[src/rtl/sbox_array.sv]
// LANES-wide, two-stage AES byte substitution (S-box / inverse S-box) with valid/ready flow control.
// Optional inverse table: define SBOX_INV_EN; otherwise every word uses the forward S-box.
module sbox_array #(
  parameter int LANES = 4,
  parameter int CNT_W = 16
) (
  input  logic               clk,
  input  logic               reset,
  input  logic               valid_in,
  output logic               ready_out,
  input  logic               inv,
  input  logic [8*LANES-1:0] data_in,
  output logic               valid_out,
  input  logic               ready_in,
  output logic [8*LANES-1:0] data_out,
  output logic               inv_out,
  output logic [CNT_W-1:0]   word_cnt
);

  // Tables are stored row-major with entry 0x00 in the most significant byte.
  localparam logic [2047:0] FWD_TAB = {
    128'h637c777bf26b6fc53001672bfed7ab76, 128'hca82c97dfa5947f0add4a2af9ca472c0,
    128'hb7fd9326363ff7cc34a5e5f171d83115, 128'h04c723c31896059a071280e2eb27b275,
    128'h09832c1a1b6e5aa0523bd6b329e32f84, 128'h53d100ed20fcb15b6acbbe394a4c58cf,
    128'hd0efaafb434d338545f9027f503c9fa8, 128'h51a3408f929d38f5bcb6da2110fff3d2,
    128'hcd0c13ec5f974417c4a77e3d645d1973, 128'h60814fdc222a908846eeb814de5e0bdb,
    128'he0323a0a4906245cc2d3ac629195e479, 128'he7c8376d8dd54ea96c56f4ea657aae08,
    128'hba78252e1ca6b4c6e8dd741f4bbd8b8a, 128'h703eb5664803f60e613557b986c11d9e,
    128'he1f8981169d98e949b1e87e9ce5528df, 128'h8ca1890dbfe6426841992d0fb054bb16
  };

`ifdef SBOX_INV_EN
  localparam logic [2047:0] INV_TAB = {
    128'h52096ad53036a538bf40a39e81f3d7fb, 128'h7ce339829b2fff87348e4344c4dee9cb,
    128'h547b9432a6c2233dee4c950b42fac34e, 128'h082ea16628d924b2765ba2496d8bd125,
    128'h72f8f66486689816d4a45ccc5d65b692, 128'h6c704850fdedb9da5e154657a78d9d84,
    128'h90d8ab008cbcd30af7e45805b8b34506, 128'hd02c1e8fca3f0f02c1afbd0301138a6b,
    128'h3a9111414f67dcea97f2cfcef0b4e673, 128'h96ac7422e7ad3585e2f937e81c75df6e,
    128'h47f11a711d29c5896fb7620eaa18be1b, 128'hfc563e4bc6d279209adbc0fe78cd5af4,
    128'h1fdda8338807c731b11210592780ec5f, 128'h60517fa919b54a0d2de57a9f93c99cef,
    128'ha0e03b4dae2af5b0c8ebbb3c83539961, 128'h172b047eba77d626e169146355210c7d
  };

  function automatic logic [7:0] inv_byte(input logic [7:0] b);
    return INV_TAB[2047 - 8*int'(b) -: 8];
  endfunction
`endif

  function automatic logic [7:0] fwd_byte(input logic [7:0] b);
    return FWD_TAB[2047 - 8*int'(b) -: 8];
  endfunction

  logic               s1_valid;
  logic               s1_inv;
  logic [8*LANES-1:0] s1_data;
  logic [8*LANES-1:0] sub_data;
  logic               in_xfer;
  logic               s2_load;

  assign ready_out = !s1_valid || !valid_out || ready_in;
  assign in_xfer   = valid_in && ready_out;
  assign s2_load   = s1_valid && (!valid_out || ready_in);

  always_comb begin
    sub_data = '0;
    for (int k = 0; k < LANES; k++) begin
`ifdef SBOX_INV_EN
      sub_data[8*k +: 8] = s1_inv ? inv_byte(s1_data[8*k +: 8]) : fwd_byte(s1_data[8*k +: 8]);
`else
      sub_data[8*k +: 8] = fwd_byte(s1_data[8*k +: 8]);
`endif
    end
  end

  // S2 may refill in the same edge it hands its word downstream, keeping full throughput.
  always_ff @(posedge clk) begin
    if (!reset) begin
      s1_valid  <= 1'b0;
      s1_inv    <= 1'b0;
      s1_data   <= '0;
      valid_out <= 1'b0;
      data_out  <= '0;
      inv_out   <= 1'b0;
      word_cnt  <= '0;
    end else begin
      if (s2_load) begin
        valid_out <= 1'b1;
        data_out  <= sub_data;
        inv_out   <= s1_inv;
      end else if (valid_out && ready_in) begin
        valid_out <= 1'b0;
      end

      if (in_xfer) begin
        s1_valid <= 1'b1;
        s1_data  <= data_in;
        s1_inv   <= inv;
        word_cnt <= word_cnt + CNT_W'(1);
      end else if (s2_load) begin
        s1_valid <= 1'b0;
      end
    end
  end

endmodule
[config.mk]
export PLATFORM = sky130hd
export DESIGN_NAME = sbox_array
export DESIGN_NICKNAME = d
export VERILOG_FILES = /design/src/rtl/sbox_array.sv
export SDC_FILE = /design/constraint.sdc
export NUM_CORES = 1
export LEC_CHECK = 0
export CORE_ASPECT_RATIO = 0.75
export CORE_UTILIZATION = 33
export DETAILED_ROUTE_END_ITERATION = 8
export PLACE_DENSITY = 0.57
export SLEW_MARGIN = 40
export SYNTH_ARGS = -nofsm -noshare
export SYNTH_HDL_FRONTEND = slang
export SYNTH_SLANG_ARGS = --single-unit
[constraint.sdc]
create_clock -name clk -period 5.25 [get_ports clk]
set_input_delay 1.3125 -clock clk [delete_from_list [all_inputs] [get_ports clk]]
set_output_delay 1.3125 -clock clk [all_outputs]
set_load 0.02 [all_outputs]
==> impl_metrics.csv <==
group,metric,value,unit
timing,relSlewSlack,38.5,%
worst_setup_path,critPathMaxStageDelay,0.69,ns
power_and_ir_drop,switching_power,1560,uW
die,die_x,263,um
die,core,0.0504,mm2
die,start_util,33.5,%
cells_and_area,post-route-util,35.7,%
synth,ys_async_sr_fraction,0,%
synth,avgSynthCellArea,6.59,um2
cts,cts_sinks,84,
cells_and_area,diodes,0,
synth,ys_ff_latch,84,
route,vias,21600,
synth,synth_top_area_share,9.96,%
cells_and_area,fillers,5458,
worst_setup_path,worst-path-max-fanout,5,
grt,grt_pass1_vias,19500,
power_and_ir_drop,p_int,1570,uW
power_and_ir_drop,p_leak,0.00594,uW
grt,grt-ovfl-total,0,
route,ant_nets,0,
synth,synth_edf_count,0,
power_and_ir_drop,switching_share,49.8,%
worst_setup_path,slowest_stage,"clkdlybuf4s50_1",
worst_setup_path,start_kind,"input pin",
grt,grt_pass1_wl,129000,um
cts,cts_buffers,9,
cells_and_area,num-nets-final,2509,
placement,place.gp.congestion,1.02,
die,fp-row-count,71,
timing,worst_slew_pin_slew,0.922,ns
cells_and_area,multi_input_area,0.0137,mm2
worst_hold_path,min_path_type,"register to register",
timing,finalSetupViolCount,0,
timing,min_period,4.09,ns
worst_setup_path,regToRegSetupSlack,1.62,ns
power_and_ir_drop,irDropWorstVdd,0.000123,V
synth,syn_nets,2662,
grt,grt.total_usage,32.2,%
timing,slew_viol_final,0,
synth,synth_area_leaders,"dfxtp_1 (10%), o21ai_0 (6.0%), nand2_1 (6.0%)",
placement,dp_hpwl,60100,um
route,wl_per_cell,28.5,um
worst_setup_path,required,3.94,ns
cts,cts_buffer_depth,2,
timing,finalClockSkew,0.00992,ns
route,via_per_inst,7.02,
die,dieHeight,198,um
cts,cts_tree,"yes",
power_and_ir_drop,powerDensity,174,mW/mm2
cts,cts_root_buffer,"clkbuf_16",
route,drc,0,
power_and_ir_drop,clkPwrFrac,22.4,%
grt,grt_start_max_net_pins,86,
synth,synth_area,0.0169,mm2
synth,synthMostInstantiatedCell,"nand2_1",
cts,clk_latency,0.39,ns
worst_setup_path,crit_chain,"clkdlybuf4s50_1 > nand3b_1 > clkdlybuf4s50_1",
cts,h-tree-depth,3,
cells_and_area,seqCellArea,0.00172,mm2
cells_and_area,areaGrowthSynthToFinish,6.56,%
cts,clk_pin_slew,0.08,ns
power_and_ir_drop,power_frac_seq,24.6,%
synth,ys_seq_area_share,9.96,%
worst_setup_path,arrival,2.78,ns
grt,antenna_found_initial,0,
route,wirelength,87500,um
synth,synth_common_cells,"nand2_1 (271), o21ai_0 (204), a21oi_1 (168)",
cells_and_area,layout-drive-gt1-share,6.87,%
timing,finalCritPeriodShare,78.0,%
route,dr.pass1.iters,6,
die,die-area,0.0521,mm2
power_and_ir_drop,p_comb_share,53.0,%
cts,cts_setup_buffers,0,
synth,synth.distinct_cells,91,
placement,place.port_buffers,87,
timing,fmax,0.244,GHz
cts,cts-resized-gates,0,
worst_setup_path,cpMostUsedCell,"clkdlybuf4s50_1",
synth,synth_top_area_cell,"dfxtp_1",
worst_setup_path,worst_setup_path_end_kind,"primary output",
cts,cts_hold_buf,0,
route,drtIter0Drc,4662,
run_status,run_status,"complete, no violations",
timing,setup_tns,0,ns
job,cap_violations,0,
worst_setup_path,criticalPathCategory,"input pin to primary output",
timing,hold_violations,0,
synth,ys.flop_type,"dfxtp_1",
die,ios,88,
synth,yosysWarnings,0,
timing,rsz0062_at_grt,"no",
synth,syn_inst,2564,
==> power groups by stage <==
stage	Sequential (uW)	Combinational [uW]	Clock, uW
6_report	771	1660	699
2_1_floorplan	741	1080	0
3_5_place_dp	788	1560	0
4_1_cts	773	1570	721
5_1_grt	776	1740	737
3_3_place_gp	789	1590	0
==> worst max-delay path, delay by kind of cell <==
family                 cells  cell delay (ns)
AND/OR/NAND/NOR            1             0.32
buffers and inverters      2             1.15
==> per-layer routing <==
metal / vias to the layer above / track usage [%] / share of wire, %
met5: - / 0 / 0
met4: 0 / 9.23 / 3.0
met3: 205 / 9.87 / 14
met2: 1713 / 44.9 / 40
met1: 10300 / 46.6 / 43
li1: 9405 / - / -
==> cells in the final DEF, fill, tap and decap left out, types with 38 or more instances in the layout <==
cell and instances:
nor2_1 159, dfxtp_1 70, nor2b_1 92, a211oi_1 65, a31oi_1 69, nand2b_1 91
o211ai_1 44, nor3_1 94, a21boi_0 49, and2_1 38, clkdlybuf4s50_1 86, a311oi_1 49
o21ai_0 204, buf_4 59, a21oi_1 168, nand2_1 270, ha_1 61, nand3_1 95
==> worst paths after layout <==
kind	from	endpoint	depth (start not counted)
max reg2reg	s1_data[9]$_SDFFE_PN0P_	data_out[9]$_SDFFE_PN0P_	8
min reg2reg	data_out[17]$_SDFFE_PN0P_	data_out[17]$_SDFFE_PN0P_	2
max	ready_in	ready_out	3
min	data_out[17]$_SDFFE_PN0P_	data_out[17]$_SDFFE_PN0P_	2
==> through the flow <==
stage          worst slack [ns]  area, um2  instances  power, uW  hold WS, ns
4_1_cts                    1.17      18000       3072       3060        0.469
3_5_place_dp               1.18      17700       3056       2350        0.454
6_report                   1.16      18000       3073       3130        0.464
2_1_floorplan              2.32      16900       2564       1820        0.441
5_1_grt                    1.13      18000       3073       3250        0.488
3_3_place_gp               1.21      17700       3056       2370        0.443
==> final cells by class <==
cell class / count / share of cell area (%)
multi-input combinational: 2127 / 76.0
sequential: 84 / 9.54
timing repair buffer: 147 / 7.38
tap: 657 / 4.57
clock buffer: 9 / 1.25
inverter: 42 / 0.876
clock inverter: 7 / 0.424
==> cell families after synthesis <==
family | Yosys count | share of synthesized area [%]
flops | 84 | 9.96
compound gates | 989 | 40.4
buf+inv | 353 | 9.23
simple gates | 1003 | 29.9
mux | 48 | 4.61
fa+ha+maj | 64 | 4.70
xor+xnor | 23 | 1.19
==> registers in the layout, summed over array words and instances (netlist names) <==
| register | flops |
|---|---|
| data_out | 32 |
| inv_out | 1 |
| s1_data | 32 |
| s1_inv | 1 |
| s1_valid | 1 |
| valid_out | 1 |
| word_cnt | 16 |
Note: power is estimated with default switching activity, not from simulation.
